<file path="src/rtl/imem_loadable.sv">
// Loadable instruction memory: 1-cycle registered read port plus a streaming program-load port.
// Define IMEM_CLEAR_EN to zero every word after each reset (busy during the sweep).
module imem_loadable #(
  parameter int ADDR_W = 6,
  parameter int DATA_W = 32
) (
  input  logic              clk,
  input  logic              reset,
  input  logic              ren,
  input  logic [ADDR_W-1:0] raddr,
  output logic [DATA_W-1:0] rdata,
  output logic              rvalid,
  output logic              busy,
  input  logic              ld_start,
  input  logic              ld_valid,
  input  logic [DATA_W-1:0] ld_data,
  input  logic              ld_last,
  output logic              ld_ovf
);

  localparam int DEPTH = 2 ** ADDR_W;
  localparam logic [ADDR_W-1:0] PTR_MAX = {ADDR_W{1'b1}};

`ifdef IMEM_CLEAR_EN
  typedef enum logic [1:0] {
    S_IDLE  = 2'd0,
    S_LOAD  = 2'd1,
    S_CLEAR = 2'd2
  } state_e;
  localparam state_e RST_STATE = S_CLEAR;
`else
  typedef enum logic [1:0] {
    S_IDLE = 2'd0,
    S_LOAD = 2'd1
  } state_e;
  localparam state_e RST_STATE = S_IDLE;
`endif

  state_e state_q, state_d;

  logic [DATA_W-1:0] mem_q [DEPTH];
  logic [DATA_W-1:0] rdata_q;
  logic              rvalid_q;
  logic [ADDR_W-1:0] ld_ptr_q, ld_ptr_d;
  logic              ld_ovf_q, ld_ovf_d;
`ifdef IMEM_CLEAR_EN
  logic [ADDR_W-1:0] clr_ptr_q, clr_ptr_d;
`endif

  logic              mem_we;
  logic [ADDR_W-1:0] mem_waddr;
  logic [DATA_W-1:0] mem_wdata;
  logic              rd_en;

  always_ff @(posedge clk) begin
    if (reset) begin
      state_q <= RST_STATE;
    end else begin
      state_q <= state_d;
    end
  end

  always_comb begin
    state_d = state_q;
    unique case (state_q)
      S_IDLE: begin
        if (ld_start) state_d = S_LOAD;
      end
      S_LOAD: begin
        if (ld_valid && ld_last) state_d = S_IDLE;
      end
`ifdef IMEM_CLEAR_EN
      S_CLEAR: begin
        if (clr_ptr_q == PTR_MAX) state_d = S_IDLE;
      end
`endif
      default: state_d = S_IDLE;
    endcase
  end

  always_comb begin
    mem_we    = 1'b0;
    mem_waddr = ld_ptr_q;
    mem_wdata = ld_data;
    rd_en     = 1'b0;
    ld_ptr_d  = ld_ptr_q;
    ld_ovf_d  = ld_ovf_q;
`ifdef IMEM_CLEAR_EN
    clr_ptr_d = clr_ptr_q;
`endif
    unique case (state_q)
      S_IDLE: begin
        // a load request wins over a same-cycle read
        rd_en = ren && !ld_start;
        if (ld_start) begin
          ld_ptr_d = '0;
          ld_ovf_d = 1'b0;
        end
      end
      S_LOAD: begin
        if (ld_valid) begin
          mem_we   = 1'b1;
          ld_ptr_d = ld_ptr_q + 1'b1;
          if (ld_ptr_q == PTR_MAX) ld_ovf_d = 1'b1;
        end
      end
`ifdef IMEM_CLEAR_EN
      S_CLEAR: begin
        mem_we    = 1'b1;
        mem_waddr = clr_ptr_q;
        mem_wdata = '0;
        clr_ptr_d = clr_ptr_q + 1'b1;
      end
`endif
      default: begin
        mem_we = 1'b0;
      end
    endcase
  end

  always_ff @(posedge clk) begin
    if (reset) begin
      rvalid_q <= 1'b0;
      rdata_q  <= '0;
      ld_ptr_q <= '0;
      ld_ovf_q <= 1'b0;
`ifdef IMEM_CLEAR_EN
      clr_ptr_q <= '0;
`endif
    end else begin
      rvalid_q <= rd_en;
      if (rd_en) rdata_q <= mem_q[raddr];
      ld_ptr_q <= ld_ptr_d;
      ld_ovf_q <= ld_ovf_d;
`ifdef IMEM_CLEAR_EN
      clr_ptr_q <= clr_ptr_d;
`endif
    end
  end

  always_ff @(posedge clk) begin
    if (mem_we && !reset) mem_q[mem_waddr] <= mem_wdata;
  end

  assign rdata  = rdata_q;
  assign rvalid = rvalid_q;
  assign busy   = (state_q != S_IDLE);
  assign ld_ovf = ld_ovf_q;

endmodule

</file>
<file path="config.mk">
export PLATFORM = sky130hd
export DESIGN_NAME = imem_loadable
export DESIGN_NICKNAME = d
export VERILOG_FILES = /design/src/rtl/imem_loadable.sv
export SDC_FILE = /design/constraint.sdc
export NUM_CORES = 2
export LEC_CHECK = 0
export BUFFER_PORTS_ARGS = -buffer_cell sky130_fd_sc_hd__buf_4
export CORE_ASPECT_RATIO = 1.4
export CORE_MARGIN = 2
export CORE_UTILIZATION = 44
export CTS_BUF_LIST = sky130_fd_sc_hd__clkbuf_16
export DETAILED_ROUTE_END_ITERATION = 6
export HOLD_SLACK_MARGIN = 0.08
export PLACE_DENSITY = 0.63
export SYNTH_ARGS = -nofsm -noshare
export SYNTH_HDL_FRONTEND = slang
export SYNTH_SLANG_ARGS = --single-unit
export TNS_END_PERCENT = 100
</file>
<file path="constraint.sdc">
create_clock -name clk -period 3.9 [get_ports clk]
set_clock_uncertainty 0.05 [all_clocks]
set_input_delay 0 -clock clk [delete_from_list [all_inputs] [get_ports clk]]
set_output_delay 0 -clock clk [all_outputs]
set_load 0.01 [all_outputs]
</file>
# After elaboration in Yosys (flattened, before gate mapping)
# Memory sizes are Yosys's and may differ from the RTL's. A register that Yosys moved wholly into a read port is not among the register bits.
# Index checks and enable logic that the tools add are counted.
dict set report word_totals {
  word_cells 38
  mem_bits_rw 2048
  n_memories 1
  input_bits 44
  output_inout_bits 35
  regBits 10
}
dict set report classes {
  reduce_logical 11
  add_sub_neg 1
  eq_ne 6
  mux 15
}
# memory depth width read_ports rd_ports_with_merged_regs write_ports line_no
set memory_table {}
lappend memory_table {mem_q 64 32 1 1 1 41} ;# logic [DATA_W-1:0] mem_q [DEPTH];
# op count
set ops {}
lappend ops {{2-to-1 mux 6 bit} 2}
lappend ops {{case mux 6 bit (2 select lines)} 1}
lappend ops {{2-to-1 mux 1 bit} 8}
lappend ops {{!= test 2 bit, second input constant} 4}
lappend ops {{adder 6 x 1 -> 6 bit, second input constant} 1}
lappend ops {{equality test 6 bit, second input constant} 1}
lappend ops {{2-to-1 mux 2 bit} 2}
lappend ops {{case mux 2 bit (2 select lines)} 1}
lappend ops {{AND reduction 4 bit} 1}
lappend ops {{nonzero test 2 bit} 2}
lappend ops {{logical AND 1 bit} 3}
lappend ops {{AND reduction 3 bit} 1}
lappend ops {{equality test 2 x 1 -> 1 bit, second input constant} 1}
lappend ops {{logical NOT 1 bit} 2}
lappend ops {{logical NOT 2 bit} 1}
lappend ops {{case mux 1 bit (2 select lines)} 1}
lappend ops {{AND reduction 2 bit} 1}

# Depth between registers and ports, before layout
dict set report logic_depth {
  depth_word 5
  depth_mapped 12
  ltp_nobuf 5
}

# Worst setup path after synthesis
# Ideal clock, no wire load.
dict set report synth_path {
  kind {register to register}
  startpoint {register state_q[0]}
  endpoint {memory mem_q[47][0] (enable)}
  setup_slack_ns 0.711
  stages_incl_launch_ff 7
  required_ns 3.429
  arrival_time_ns 2.718
  synth_period_minus_slack_ns 3.189
  setup_ns 0.421
  n_path_buf 2
  cell_sequence {dfxtp_1 -> and3_1 -> clkbuf_1 -> nand3_1 -> or2_2 -> clkbuf_1 -> nor2_1}
}
dict set report synth_via {
  elab_chain_len 5
}
# element line_no
set synth_rtl {}
lappend synth_rtl {{start, declared} 39} ;# state_e state_q, state_d;
lappend synth_rtl {{start signal, assigned} 59} ;# state_q <= state_d;
lappend synth_rtl {{equality test 2 x 1 -> 1 bit} 91} ;# unique case (state_q)
lappend synth_rtl {{2-to-1 mux 1 bit} 91}
lappend synth_rtl {{logical AND 1 bit} 142} ;# if (mem_we && !reset) mem_q[mem_waddr] <= mem_wdata;
lappend synth_rtl {{2-to-1 mux 1 bit} 142}
lappend synth_rtl {{2-to-1 mux 1 bit (not written as such)} 142}
lappend synth_rtl {{end, declared} 41}
# No other way between the ends.

# Final worst setup path
dict set report layout_path {
  startpoint {input port ld_start}
  endpoint {register rdata_q[1], in the netlist rdata[1], read port of mem_q}
}
dict set report layout_via {
  elab_chain_len 3
}
# element line_no
set layout_rtl {}
lappend layout_rtl {{start, declared} 14} ;# input logic ld_start,
lappend layout_rtl {{logical NOT 1 bit} 94} ;# rd_en = ren && !ld_start;
lappend layout_rtl {{logical AND 1 bit} 94}
lappend layout_rtl {{2-to-1 mux 1 bit} 91}
lappend layout_rtl {{end, declared} 42} ;# logic [DATA_W-1:0] rdata_q;
# No other way between the ends.
# A chain may end at the register's enable or synchronous reset.

==> reports/metrics.yaml <==
outcome:
  status: "complete, no violations"
clock_network:
  cts_root_buf: "clkbuf_16"
  clkSinkCount: 2089
  htreeDepth: 4
  clk_pin_slew_ns: 0.07
  cts_made_buffers: 179
  clock_latency_ns: 0.82
  cts-resized-gates: 0
  cts_setup_buffers: 0
  clockBufferDepth: 3
  cts_tree: "done"
sta:
  whs_ns: 0.154
  fin_crit_sh: 0.883
  period_minus_slack_ns: 3.44
  rsz0062_at_grt: "no"
  finalSetupViolCount: 0
  slew_headroom: 0.181
  worst_slack_ns: 0.455
  worstMarginPinSlew_ns: 1.23
  drv_slew: 0
  hold_violations: 0
  finalSetupTns_ns: 0
  fmax_mhz: 290
worst_hold_path:
  hold_end: "ld_ptr_q[0]"
  hold_path.class: "in -> reg"
  hold_depth: 5
  hold_start: "ld_valid"
synthesis:
  synth_top_area_cell: "edfxtp_1"
  synth.net_count: 3718
  ys_types: 62
  synth_area_sq_mm: 0.0801
  synth_top_area_frac: 0.768
  synthArstFlopShare: 0
  synth_edf_count: 2048
  synth-seq-cells: 2089
  synth-main-ff-cell: "edfxtp_1"
  avgSynthCellArea_sq_um: 21.8
  yosysSeqAreaShare: 0.778
  ys.warnings.count: 0
  synthCells: 3673
  synth_area_leaders: "edfxtp_1 (77%), mux4_2 (12%), mux2i_1 (2.2%)"
worst_setup_path:
  reg2reg_depth: 5
  cp_data_arrival_time_ns: 4.15
  cp.required_ns: 4.60
  timing.rr.end: "mem_q[15][19]"
  crit_type: "in -> reg"
  worstSetupEndpointType: "flip-flop"
  cp-start-kind: "input port"
  reg2reg_slack_ns: 0.92
  worstReg2RegStart: "state_q[0]"
  cp_max_fo: 14
placed_design:
  place.gp.congestion: 0.831
  dp_hpwl_um: 122000
  place_ws_ns: 0.824
  portBuffers: 78
pwr:
  p_per_area_mw_per_mm2: 491
  peakVddDrop_mv: 0.349
  leakage_nw: 28.7
floorplanning:
  ios: 79
  core-area_sq_mm: 0.181
  start_util: 0.442
  die_y_um: 509
  num_rows: 185
  die-area_sq_mm: 0.185
  fp.dieW_um: 365
finish:
  final_cell_mix: "edfxtp_1 (2048), mux4_2 (430), buf_4 (187)"
  fillCellCount: 14249
  final_common_cell: "edfxtp_1"
  layout-drive-gt1-share: 0.264
  fin_util: 0.503
  synthToLayoutAreaGrowth_pct: 13.8
  nets: 3968
grt:
  antenna_found_initial: 10
  grt_first_pass_wirelength_um: 290000
  grt_max_degree: 74
  grt_usage: 0.219
  overflow: 0
  grt_pass1_vias: 39410
route:
  drt-vias-per-instance: 5.97
  finalWirelength_um: 202000
  drt-wirelength-per-cell_um: 31.1
  vias: 38880
  ant_nets: 0
  drc_errors: 0
  drtIter0Drc: 4063
  dr.pass1.iters: 6
flow_run:
  max-cap-violations: 0
-- final cells by class --
class / count / area, sq um / share of cell area
Multi-Input combinational cell: 1368 / 17100 / 0.187
Inverter: 3 / 15.0 / 0.000165
Antenna cell: 3 / 7.51 / 0.0000824
Timing Repair Buffer: 282 / 2800 / 0.0307
Clock inverter: 152 / 1370 / 0.0150
Sequential cell: 2089 / 62300 / 0.684
Clock buffer: 181 / 4530 / 0.0497
Tap cell: 2431 / 3040 / 0.0334
-- report_power, final --
part	switching (mW)	leakage [nW]	internal, mW
combinational	1.34	6.95	0.795
clock	8.11	3.05	9.83
sequential	0.0507	18.7	24.7
total	9.50	28.7	35.3
-- timing repair --
item / 4_1_cts / 5_1_grt
hold buffers: 49 / 0
setup endpoints to repair: 0 / 0
hold endpoints to repair: 2093 / 0
-- metrics by stage --
stage | cells | power [mW] | cell area (sq um)
after global routing | 6509 | 45.9 | 91100
final | 6509 | 44.8 | 91100
after detailed placement | 6124 | 27.3 | 84800
after floorplan | 3673 | 26.3 | 80100
after CTS | 6506 | 45.1 | 91100
after global placement | 6124 | 27.3 | 84800
-- state kept, by name, indices dropped and copies added (netlist names) --
signal    cells
mem_q      2048
ld_ptr_q      6
ld_ovf        1
state_q       1
rdata        32
rvalid        1
-- logic make-up after synthesis --
family,after synthesis,share of synthesized area
adders and majority gates,1,0.000156
xor gates and xnor gates,3,0.000328
muxes,693,0.156
buffers and inverters,216,0.0149
AOI/OAI and AO/OA,365,0.0329
and+or+nand+nor,306,0.0170
DFF,2089,0.778
-- cell usage after synthesis (4+ instances only) --
cell       count
edfxtp_1    2048
mux4_2       430
mux2i_1      180
nor2_1       121
nand2_1       99
mux2_2        76
buf_2         75
clkbuf_1      71
o22ai_1       69
a21oi_1       59
buf_4         41
dfxtp_1       41
a221oi_1      34
a22oi_1       26
o221ai_1      23
a2bb2oi_1     22
nand3_1       22
o31ai_1       17
a221o_1       14
buf_6         14
o211ai_1      13
o21ai_0       13
o21ai_1       11
a31oi_1       10
buf_1         10
nor2b_1       10
nor3_1         8
a22o_1         7
mux4_1         7
nand2b_1       7
o2111ai_1      7
o21a_1         7
o311a_1        7
nand3b_1       6
a31o_2         5
and2_1         5
nor3b_1        5
o2bb2ai_1      5
or3_1          5
a211oi_1       4
nand4_1        4
-- per-layer routing --
metal,routed length [um],share of wire,global-route usage,vias up
met5,17,0.000084,0,-
met3,12500,0.062,0.0312,304
met1,79100,0.39,0.289,21100
met2,105000,0.52,0.381,1465
met4,5390,0.027,0.0606,4
li1,-,-,-,16007
-- critical path: stages --
cell and delay, ns:
dlygate4sd3_1 0.52, dlygate4sd3_1 0.55, buf_4 0.17, dlygate4sd3_1 0.66
nor4b_4 0.67, and2_0 0.99, o311a_1 0.41, a221o_1 0.14
-- worst max-delay path by stage --
stage | startpoint | depth (start not counted) | slack (ns) | end
floorplan | state_q[0] | 6 | 0.71 | mem_q[47][0]
global placement | raddr[0] | 7 | 0.85 | rdata[27]
detailed placement | raddr[0] | 7 | 0.82 | rdata[2]
CTS | ld_start | 9 | 0.56 | rdata[23]
global route | ld_start | 9 | 0.42 | rdata[23]
finish | ld_start | 8 | 0.46 | rdata[1]
(Power assumes the default switching activity.)
